===== src/rtl/minisrc_run_ctrl.sv =====
// rtl/minisrc_run_ctrl.sv - run/clear/step controller for the Mini SRC datapath
module minisrc_run_ctrl #(
  parameter int DATA_WIDTH = 32,
  parameter int CNT_WIDTH  = 32,
  parameter int CLR_CYCLES = 2,
  parameter int TIMEOUT    = 0
) (
  input  logic                  clk_i,
  input  logic                  reset_i,
  input  logic                  start_i,
  input  logic                  stop_i,
  input  logic                  step_i,
  input  logic                  step_mode_i,
  input  logic                  bp_en_i,
  input  logic [DATA_WIDTH-1:0] bp_addr_i,
  input  logic [DATA_WIDTH-1:0] pc_i,
  input  logic                  instr_done_i,
  input  logic                  halt_instr_i,
  output logic                  run_o,
  output logic                  clr_o,
  output logic                  cpu_en_o,
  output logic [2:0]            halt_reason_o,
  output logic [CNT_WIDTH-1:0]  cycle_count_o,
  output logic [CNT_WIDTH-1:0]  instr_count_o
);

  typedef enum logic [1:0] {
    S_CLR    = 2'd0,
    S_IDLE   = 2'd1,
    S_RUN    = 2'd2,
    S_HALTED = 2'd3
  } state_e;

  localparam logic [2:0] R_NONE = 3'd0;
  localparam logic [2:0] R_STOP = 3'd1;
  localparam logic [2:0] R_HALT = 3'd2;
  localparam logic [2:0] R_BP   = 3'd3;
  localparam logic [2:0] R_STEP = 3'd4;
  localparam logic [2:0] R_TMO  = 3'd5;

  // The clear counter counts down from CLR_CYCLES-1 to 0, so it only needs to hold CLR_CYCLES-1.
  localparam int                   CLR_W    = (CLR_CYCLES > 1) ? $clog2(CLR_CYCLES) : 1;
  localparam logic [CLR_W-1:0]     CLR_LOAD = CLR_W'(CLR_CYCLES - 1);
  localparam logic [CLR_W-1:0]     CLR_ONE  = CLR_W'(1);
  localparam logic [CNT_WIDTH-1:0] CNT_ONE  = CNT_WIDTH'(1);
  // Timeout fires in the cycle whose pre-increment count is TIMEOUT-1, i.e. the TIMEOUT-th enabled cycle.
  localparam logic [CNT_WIDTH-1:0] TMO_LAST = CNT_WIDTH'(TIMEOUT - 1);
  localparam logic                 TMO_ON   = (TIMEOUT != 0);

  state_e               state_q, state_d;
  logic [CLR_W-1:0]     clr_cnt_q, clr_cnt_d;
  logic                 oneshot_q, oneshot_d;
  logic [2:0]           reason_q, reason_d;
  logic [CNT_WIDTH-1:0] cyc_q, cyc_d;
  logic [CNT_WIDTH-1:0] ins_q, ins_d;
  logic [CNT_WIDTH-1:0] tmo_q, tmo_d;

  logic timeout_hit;
  logic bp_hit;
  logic halt_now;
  logic [2:0] halt_code;

  assign timeout_hit = TMO_ON && (tmo_q == TMO_LAST);
  assign bp_hit      = bp_en_i && (pc_i == bp_addr_i);

  // Halt priority encoder: timeout can cut an instruction short, everything else waits for instr_done.
  always_comb begin
    halt_now  = 1'b0;
    halt_code = R_NONE;
    if (timeout_hit) begin
      halt_now  = 1'b1;
      halt_code = R_TMO;
    end else if (instr_done_i && halt_instr_i) begin
      halt_now  = 1'b1;
      halt_code = R_HALT;
    end else if (instr_done_i && bp_hit) begin
      halt_now  = 1'b1;
      halt_code = R_BP;
    end else if (instr_done_i && stop_i) begin
      halt_now  = 1'b1;
      halt_code = R_STOP;
    end else if (instr_done_i && oneshot_q) begin
      halt_now  = 1'b1;
      halt_code = R_STEP;
    end
  end

  // Next-state and counter update logic; IDLE and HALTED share the launch rules.
  always_comb begin
    state_d   = state_q;
    clr_cnt_d = clr_cnt_q;
    oneshot_d = oneshot_q;
    reason_d  = reason_q;
    cyc_d     = cyc_q;
    ins_d     = ins_q;
    tmo_d     = tmo_q;
    case (state_q)
      S_CLR: begin
        if (clr_cnt_q == '0) begin
          state_d = S_IDLE;
        end else begin
          clr_cnt_d = clr_cnt_q - CLR_ONE;
        end
      end
      S_IDLE, S_HALTED: begin
        // step outranks start, and a held stop masks start but not step.
        if (step_i || (start_i && !stop_i)) begin
          state_d   = S_RUN;
          oneshot_d = step_i | step_mode_i;
          reason_d  = R_NONE;
          tmo_d     = '0;
        end
      end
      S_RUN: begin
        cyc_d = (&cyc_q) ? cyc_q : cyc_q + CNT_ONE;
        tmo_d = (&tmo_q) ? tmo_q : tmo_q + CNT_ONE;
        if (instr_done_i) begin
          ins_d = (&ins_q) ? ins_q : ins_q + CNT_ONE;
        end
        if (halt_now) begin
          state_d   = S_HALTED;
          oneshot_d = 1'b0;
          reason_d  = halt_code;
        end
      end
      default: begin
        state_d = S_CLR;
      end
    endcase
  end

  // State register; reset reloads the clear sequence from any state, even mid-instruction.
  always_ff @(posedge clk_i) begin
    if (reset_i) begin
      state_q   <= S_CLR;
      clr_cnt_q <= CLR_LOAD;
      oneshot_q <= 1'b0;
      reason_q  <= R_NONE;
      cyc_q     <= '0;
      ins_q     <= '0;
      tmo_q     <= '0;
    end else begin
      state_q   <= state_d;
      clr_cnt_q <= clr_cnt_d;
      oneshot_q <= oneshot_d;
      reason_q  <= reason_d;
      cyc_q     <= cyc_d;
      ins_q     <= ins_d;
      tmo_q     <= tmo_d;
    end
  end

  assign run_o         = (state_q == S_RUN);
  assign cpu_en_o      = (state_q == S_RUN);
  assign clr_o         = (state_q == S_CLR);
  assign halt_reason_o = reason_q;
  assign cycle_count_o = cyc_q;
  assign instr_count_o = ins_q;

endmodule


===== config.mk =====
export PLATFORM = sky130hd
export DESIGN_NAME = minisrc_run_ctrl
export DESIGN_NICKNAME = d
export VERILOG_FILES = /design/src/rtl/minisrc_run_ctrl.sv
export SDC_FILE = /design/constraint.sdc
export NUM_CORES = 1
export LEC_CHECK = 0
export ABC_AREA = 1
export CORE_UTILIZATION = 50
export CTS_BUF_LIST = sky130_fd_sc_hd__clkbuf_8
export CTS_CLUSTER_DIAMETER = 200
export CTS_CLUSTER_SIZE = 28
export DETAILED_ROUTE_END_ITERATION = 10
export DONT_BUFFER_PORTS = 1
export GPL_TIMING_DRIVEN = 0
export PLACE_DENSITY_LB_ADDON = 0.25
export SLEW_MARGIN = 0
export SYNTH_ARGS = -nofsm -noshare
export SYNTH_HDL_FRONTEND = slang
export SYNTH_SLANG_ARGS = --single-unit

===== constraint.sdc =====
create_clock -name clk_i -period 1.71 [get_ports clk_i]
set_input_delay 0.171 -clock clk_i [delete_from_list [all_inputs] [get_ports clk_i]]
set_output_delay 0.171 -clock clk_i [all_outputs]
set_load 0.005 [all_outputs]

==> flow_summary.toml, run 1 <==
[placed_design]
place_hpwl_um = 9050
dp_slack_ns = -0.419
place_area_mm2 = 0.00453
gp_congestion = 0.914
io_buffers = 0

[clocking]
cts_tree = "yes"
htreeDepth = 3
clockRootBuffer = "clkbuf_8"
cts_hold_buffers = 0
clk_path_buf_depth = 2
clock-sinks = 71
insertion_delay_ns = 0.35
cts_buffers = 9
clk_pin_slew_ns = 0.08

[worst_hold_path]
whs_path_depth = 3
hp-start = "reset_i"
hold_path_end = "instr_count_o[8]$_SDFFE_PP0P_"
hold_class = "input port to flip-flop"

[timing]
slew_violations = 0
hold_viol_final = 0
rsz0062_at_grt = "yes"
fin_skew_ns = 0.0160
post-route-min-period_ns = 1.85
slew_headroom = 0.499
fin_crit_sh = 1.08
tns_ns = -1.46
setup_violations = 33
tightest_slew_ns = 0.752
setup_slack_ns = -0.141
fmax_ghz = 0.540

[route]
first_pass_iters = 6
vias_per_cell = 5.69
wl_um = 13200
vias = 4787
drtAntennaViolNets = 0
first_iter_violations = 323
drc = 0
wl_per_cell_um = 15.7

[floorplanning]
fp.dieW_um = 95.8
die-area_mm2 = 0.00917
start_util = 0.525
die_h_um = 95.8
ios = 143
core_area_mm2 = 0.00838
rows = 33

[finish]
layout_commonest_cell = "nand2_1"
multi_input_area_mm2 = 0.00293
fillerInstances = 711
layout-drive-gt1-share = 0.273
final_cell_mix = "nand2_1, inv_1, nor2_1"
layout.nets = 807
regArea_mm2 = 0.00153
syn_to_final_growth_pct = 27.7
diodes = 0
final_area_mm2 = 0.00561

[setup_path]
crit_path_end_kind = "flip-flop"
r2r_slack_ns = -0.14
crit_path_max_fanout = 5
startpoint_type = "flip-flop"
cp-startpoint = "cycle_count_o[0]$_SDFFE_PP0P_"
r2r-end = "cycle_count_o[22]$_SDFFE_PP0P_"
worstPathRequired_ns = 1.99
reg2reg_depth = 8
criticalPathCategory = "flip-flop to flip-flop"
cp.arrival_ns = 2.13
r2r-start = "cycle_count_o[0]$_SDFFE_PP0P_"

[grt]
grt_pass1_vias = 4253
overflow = 0
grt_use_total = 0.270
grt_pass1_wl_um = 19100
antenna_found_initial = 0
grt_max_degree = 13

[synthesis]
synth_top_area_share = 0.323
synthCells = 696
synth_fp_nets = 771
async_reset_ff_frac = 0
syn_avg_cell_area_um2 = 6.32
synth_flop_cell = "dfxtp_1"
synth_area_leaders = "dfxtp_1, nand2_1, inv_1"
synth_top_cell_by_area = "dfxtp_1"
yosysSeqAreaShare = 0.323
yosysWarningCount = 0
yosysUniqueCellTypes = 38
synth_edf_count = 0
synth-seq-cells = 71
syn_area_mm2 = 0.00440

[status]
status = "complete, but fails checks"
violations = "negative setup slack"

[pwr]
worst_ir_drop_vdd_mv = 0.635
power_density_mw_per_mm2 = 780
leakagePower_nw = 2.20
p_total_w = 0.00438

[job]
max_cap_violations = 0
## state kept, by name, summed over array words and instances (netlist names)
name,flops
clr_cnt_q,1
cycle_count_o,32
halt_reason_o,3
instr_count_o,32
oneshot_q,1
state_q,2
## layout make-up
class	count	area share
inverters	113	0.0782
plain buffers	14	0.0223
multi-input cells	499	0.522
repair buffers	23	0.0421
repair inverters	1	0.00111
clock inverters	4	0.00936
well taps	105	0.0234
clock buffers	12	0.0294
flip-flops and latches	71	0.272
## cells in the mapped netlist (all sizes together), types with 2 or more instances
| cell type | n |
|---|---|
| o21ai | 35 |
| inv | 113 |
| dfxtp | 71 |
| buf | 7 |
| xor2 | 14 |
| a31oi | 6 |
| o21a | 4 |
| clkbuf | 8 |
| xnor2 | 13 |
| nor3 | 39 |
| nor4 | 11 |
| a21oi | 45 |
| nor3b | 4 |
| o31ai | 2 |
| nand2 | 178 |
| nor2 | 84 |
| ha | 2 |
| nand4 | 16 |
| nand3 | 40 |
## logic make-up (layout without fill, tap and decap cells)
logic type / after synthesis / after routing / synth area share
flip-flops: 71 / 71 / 0.323
adder cells (fa/ha/maj): 2 / 2 / 0.00569
XOR/XNOR: 27 / 27 / 0.0538
buffers and inverters: 128 / 167 / 0.117
AO/OA/AOI/OAI: 94 / 94 / 0.114
AND/OR/NAND/NOR: 374 / 376 / 0.387
## timing repair
action,CTS,global route
resized for setup,74,127
setup buffers,9,11
setup endpoints to repair,64,69
pin swaps,15,40
gates cloned,0,6
## metal layers
metal  share of wire  vias up  global-route usage
li1                -     2320                   -
met1            0.39     2175               0.309
met2            0.49      250               0.481
met3            0.10       42              0.0806
met4           0.027        0              0.0808
met5               0        -                   0
## metrics by stage
| step | hold WS [ns] | util | std cells |
|---|---|---|---|
| floorplan | 0.380 | - | 696 |
| global placement | 0.422 | 0.541 | 801 |
| detailed placement | 0.431 | 0.541 | 801 |
| CTS | 0.0664 | 0.602 | 826 |
| global route | 0.0903 | 0.670 | 842 |
| finish | 0.0705 | 0.670 | 842 |
## power by group
group	leakage, nW	switching (W)	internal (W)
clock	0.113	0.000653	0.000797
combinational	1.49	0.000640	0.000475
sequential	0.602	0.000109	0.00170
## worst max path at each step
stage                                           to  slack (ns)  cells past startpoint
floorplan           cycle_count_o[29]$_SDFFE_PP0P_      -0.001                     11
global placement    instr_count_o[26]$_SDFFE_PP0P_       -0.37                     10
detailed placement  instr_count_o[30]$_SDFFE_PP0P_       -0.42                     11
CTS                 cycle_count_o[31]$_SDFFE_PP0P_       -0.04                     11
global route        cycle_count_o[26]$_SDFFE_PP0P_       -0.25                      8
finish              cycle_count_o[22]$_SDFFE_PP0P_       -0.14                      8
## worst max-delay path: stages (launching register included)
cell and delay [ns]:
dfxtp_4 0.42, ha_4 0.16, nand4_1 0.22, nor2_2 0.23, inv_2 0.08, nor4_4 0.36
buf_4 0.18, a21oi_1 0.05, nor2_1 0.09
(Power assumes the default switching activity.)
==> run 2: changes to the inputs <==
ABC_AREA = 0   (was 1)
CORE_UTILIZATION = 55   (was 50)
PLACE_DENSITY = 0.73   (was default)
PLACE_DENSITY_LB_ADDON = default   (was 0.25)
==> run 2 against run 1 <==
Effect of this change:
- the run still ends with negative setup slack left
- first-iteration DRC count down 11%
- maximum frequency down 13%
- sequential power down 8%
==> flow_summary.toml, run 2 <==
[setup_path]
crit_slowest_cell = "or4_4"
reg2reg_depth = 6
crit_path_end_kind = "flip-flop"
cp.depth = 6
cp_cell_sequence = "ha_4, nand4_1, or4_4, or4_1, or4_1, nand2_1"
critPathBufInv = 0
cp.arrival_ns = 2.40
r2r_slack_ns = -0.41
crit_path_max_fanout = 6
crit_top_cell = "or4_1"
worstPathRequired_ns = 2.00
criticalPathCategory = "flip-flop to flip-flop"
slowest_delay_ns = 0.49
startpoint_type = "flip-flop"
cp_top_family = "simple AND/OR/NAND/NOR gates"

[clocking]
clockRootBuffer = "clkbuf_8"
clock-sinks = 71
insertion_delay_ns = 0.35
cts_tree = "yes"
clk_pin_slew_ns = 0.08
htreeDepth = 3
cts_buffers = 9
clk_path_buf_depth = 2

[grt]
grt_pass1_wl_um = 19000
grt_use_total = 0.317
antenna_found_initial = 0
grt_pass1_vias = 3933
grt_max_degree = 13
overflow = 0

[synthesis]
yosysUniqueCellTypes = 49
yosysSeqAreaShare = 0.349
async_reset_ff_frac = 0
synth_flop_cell = "dfxtp_1"
synth.most_common_cell = "dfxtp_1"
synth_edf_count = 0
synth_common_cells = "dfxtp_1, a21oi_1, nor2_1, xor2_1, o21ai_0"
synth_fp_nets = 577
yosysWarningCount = 0
synth-seq-cells = 71
synth_top_cell_by_area = "dfxtp_1"
synth_top_area_share = 0.349
syn_avg_cell_area_um2 = 8.11
synthCells = 502
synth_area_leaders = "dfxtp_1, xor2_1, a21oi_1"
syn_area_mm2 = 0.00407

[finish]
final_cell_mix = "a21oi_1, buf_4, nor2_1, xor2_1, nand4_1"
diodes = 0
layout-drive-gt1-share = 0.389
layout.nets = 641
fillerInstances = 473
layout_commonest_cell = "a21oi_1"
utilization = 0.791
syn_to_final_growth_pct = 40.2

[floorplanning]
die_h_um = 88.1
ios = 143
core_area_mm2 = 0.00721
die-area_mm2 = 0.00775
start_util = 0.565
rows = 31
fp.dieW_um = 88.1

[timing]
rsz0062_at_grt = "yes"
fin_skew_ns = 0.0184
fmax_ghz = 0.473
tightest_slew_ns = 0.703
setup_violations = 60
whs_ns = 0.0393
slew_violations = 0
post-route-min-period_ns = 2.12
fin_crit_sh = 1.24
slew_headroom = 0.531
setup_slack_ns = -0.406
hold_viol_final = 0

[route]
wl_um = 13400
first_pass_iters = 6
drtAntennaViolNets = 0
drc = 0
first_iter_violations = 289
vias = 4431
wl_per_cell_um = 20.1
vias_per_cell = 6.61

[placed_design]
io_buffers = 0
place_hpwl_um = 7880
gp_congestion = 0.796
dp_slack_ns = -0.713

[worst_hold_path]
hold_class = "input port to flip-flop"
whs_path_depth = 2

[pwr]
p_total_w = 0.00349
worst_ir_drop_vdd_mv = 0.495
leakagePower_nw = 1.92
power_density_mw_per_mm2 = 612

[status]
violations = "negative setup slack"
status = "complete, but fails checks"

[job]
max_cap_violations = 0
==> run 2: cell types whose count changed after synthesis, moves of 20 or more <==
cell and change:
or4_1 +22, or3_1 +24, nand2_1 -151, o31ai_1 +20
nor3_1 -30, inv_1 -96, nor2_1 -40
==> run 2: routing by layer <==
layer	wire length, um	up-vias	part of all wire	track usage
met3	1060	58	0.079	0.0782
met4	569	0	0.042	0.123
li1	-	2025	-	-
met5	0	-	0	0
met2	6550	232	0.49	0.536
met1	5260	2116	0.39	0.388
==> run 2: worst paths after layout <==
path | endpoint | startpoint
worst max-delay path | instr_count_o[22]$_SDFFE_PP0P_ | instr_count_o[0]$_SDFFE_PP0P_
worst min-delay path | halt_reason_o[1]$_SDFFE_PP0P_ | reset_i
worst max register to register | instr_count_o[22]$_SDFFE_PP0P_ | instr_count_o[0]$_SDFFE_PP0P_
worst min register to register | clr_cnt_q$_SDFFE_PP1P_ | clr_cnt_q$_SDFFE_PP1P_
==> run 2: what timing repair did <==
item | 4_1_cts | 5_1_grt
gates resized for setup | 115 | 64
cloned | 2 | 1
endpoints found under the setup margin | 58 | 62
setup buffers | 34 | 19
pin swaps | 51 | 38
hold buffers | 2 | 0
hold endpoints to repair | 2 | 0
==> run 2: area by class of cell <==
type	count	area, um2	share of cell area
Buffer	22	168	0.0294
Clock buffer	10	138	0.0241
Timing Repair Buffer	55	566	0.0991
Multi-Input combinational cell	396	3040	0.533
Inverter	11	53.8	0.00943
Sequential cell	71	1530	0.269
Clock inverter	6	85.1	0.0149
Tap cell	99	124	0.0217
==> run 2: cell families (layout without fill, tap and decap cells) <==
| group | after synthesis | in the layout | synth area share |
|---|---|---|---|
| simple gates | 231 | 231 | 0.329 |
| compound gates | 117 | 117 | 0.172 |
| flops | 71 | 71 | 0.349 |
| buf+inv | 35 | 104 | 0.0375 |
| xor+xnor | 34 | 34 | 0.0731 |
| mux | 12 | 12 | 0.0332 |
| fa+ha+maj | 2 | 2 | 0.00614 |
==> run 2: report_power, final <==
| group | switching (W) | leakage, nW | internal [W] | total, W |
|---|---|---|---|---|
| combinational | 0.000184 | 1.21 | 0.000117 | 0.000301 |
| clock | 0.000663 | 0.114 | 0.000856 | 0.00152 |
| sequential | 0.0000288 | 0.603 | 0.00165 | 0.00167 |
| total | 0.000876 | 1.92 | 0.00262 | 0.00349 |
==> run 2: per-stage QoR <==
stage,TNS (ns),std cells,area [um2]
final,-14.59,670,5710
after global routing,-18.82,670,5710
after CTS,-11.05,653,5300
after detailed placement,-20.22,601,4360
after global placement,-18.53,601,4360
after floorplan,-6.76,502,4230
==> run 3: changes to the inputs <==
CORE_MARGIN = 1.5   (was default)
==> run 3 against run 2 <==
Effect of this change:
- the flow still finishes with violations (negative setup slack)
- first-iteration DRC count is 2.1% lower
- via count is 0.56% higher
- wire length is 2.6% higher
- setup slack worse by 0.11 ns
- die area is 2.3% higher
- total power is 3.1% lower
- design area is 1.3% lower
- hold slack worse by 0.0077 ns
- non-clock buffer count is 4 lower
- sequential share of layout area is 0.62 points higher
==> flow_summary.toml, run 3 (synthesized netlist as in run 2, its figures left out) <==
[placed_design]
place_hpwl_um = 7940
place_area_mm2 = 0.00436
dp_cells = 601
io_buffers = 0
gp_congestion = 0.792

[timing]
slew_violations = 0
slew_headroom = 0.516
tightest_slew_ns = 0.726
rsz0062_at_grt = "yes"
post-route-min-period_ns = 2.23
tns_ns = -14.31
hold_viol_final = 0
fin_crit_sh = 1.30
fin_skew_ns = 0.0167
setup_violations = 57
fmax_ghz = 0.448
setup_slack_ns = -0.520

[pwr]
power.internal_w = 0.00250
p_total_w = 0.00339
p_seq_frac = 0.494
worst_ir_drop_vdd_mv = 0.413
leakagePower_nw = 1.87
switching_share = 0.262
power_density_mw_per_mm2 = 601
switchingPower_w = 0.000887
p_clk_frac = 0.417
p_comb_frac = 0.089

[finish]
diodes = 0
layout_commonest_cell = "a21oi_1"
syn_to_final_growth_pct = 38.3
utilization = 0.781
final_area_mm2 = 0.00563
instances_no_fill = 665
fillerInstances = 510
layout-drive-gt1-share = 0.415
final_cell_mix = "a21oi_1, buf_4, xor2_1"
layout.nets = 637

[route]
vias = 4456
drc = 0
wl_um = 13800
first_pass_iters = 5
wl_per_cell_um = 20.7
vias_per_cell = 6.70
first_iter_violations = 283
drtAntennaViolNets = 0

[clocking]
htreeDepth = 3
cts_tree = "yes"
cts_buffers = 9
clockRootBuffer = "clkbuf_8"
clock-sinks = 71
clk_path_buf_depth = 2
insertion_delay_ns = 0.36
clk_pin_slew_ns = 0.07

[setup_path]
crit_path_max_fanout = 6
cp.arrival_ns = 2.52
criticalPathCategory = "flip-flop to flip-flop"
crit_path_end_kind = "flip-flop"
worstPathRequired_ns = 2.00
startpoint_type = "flip-flop"

[floorplanning]
core_area_mm2 = 0.00721
rows = 31
fp.dieW_um = 89.1
die_h_um = 89.1
die-area_mm2 = 0.00793
ios = 143
start_util = 0.565

[job]
max_cap_violations = 0

[grt]
grt_pass1_vias = 3986
grt_max_degree = 12
grt_pass1_wl_um = 19000
grt_use_total = 0.304
overflow = 0
antenna_found_initial = 0

[worst_hold_path]
hold_class = "input port to flip-flop"

[status]
status = "complete, but fails checks"
violations = "negative setup slack"
## run 3: final timing paths
check                                                    start                              to  slack, ns  depth (start not counted)
worst max-delay path             instr_count_o[0]$_SDFFE_PP0P_  instr_count_o[22]$_SDFFE_PP0P_      -0.52                          6
worst max register to register   instr_count_o[0]$_SDFFE_PP0P_  instr_count_o[22]$_SDFFE_PP0P_      -0.52                          6
worst min register to register  cycle_count_o[23]$_SDFFE_PP0P_  cycle_count_o[23]$_SDFFE_PP0P_       0.49                          2
worst min-delay path                                    stop_i   halt_reason_o[2]$_SDFFE_PP0P_       0.03                          3
## run 3: stage by stage
stage	hold WS [ns]	setup WS, ns
floorplan	0.319	-0.378
global placement	0.332	-0.640
detailed placement	0.333	-0.716
CTS	0.0253	-0.370
global route	0.0291	-0.539
finish	0.0317	-0.520
## run 3: cell type report
| type | instances | area, um2 | share of cell area |
|---|---|---|---|
| well taps | 99 | 124 | 0.0220 |
| flip-flops and latches | 71 | 1550 | 0.275 |
| repair buffers | 52 | 490 | 0.0871 |
| inverters | 11 | 53.8 | 0.00955 |
| clock inverters | 4 | 45.0 | 0.00800 |
| clock buffers | 11 | 151 | 0.0269 |
| plain buffers | 21 | 170 | 0.0302 |
| multi-input cells | 396 | 3050 | 0.541 |
## run 3: routing by layer
metal,vias to the layer above,part of all wire,global-route usage
li1,2020,-,-
met3,38,0.080,0.0683
met4,0,0.027,0.0881
met1,2184,0.40,0.375
met2,214,0.49,0.532
met5,-,0,0
## run 3: power groups by stage
stage,sequential [W],combinational [W],clock [W]
after floorplan,0.00174,0.000207,0
after global placement,0.00174,0.000255,0
after detailed placement,0.00174,0.000263,0
after CTS,0.00169,0.000283,0.00138
after global routing,0.00167,0.000329,0.00147
final,0.00167,0.000301,0.00141
## run 3: what timing repair did
| action | CTS | global route |
|---|---|---|
| endpoints found under the hold margin | 2 | 0 |
| hold buffers | 2 | 0 |
| cloned | 3 | 1 |
| gates resized for setup | 124 | 75 |
| pin swaps | 48 | 37 |
| buffers inserted | 32 | 21 |
| setup endpoints to repair | 61 | 61 |
## run 3: worst max-delay path, cell delays in order (launching register included)
cell and delay (ns):
dfxtp_4 0.39, ha_4 0.14, nand4_1 0.17, or4_4 0.51, or4_1 0.45, or4_1 0.43
nand2_1 0.08
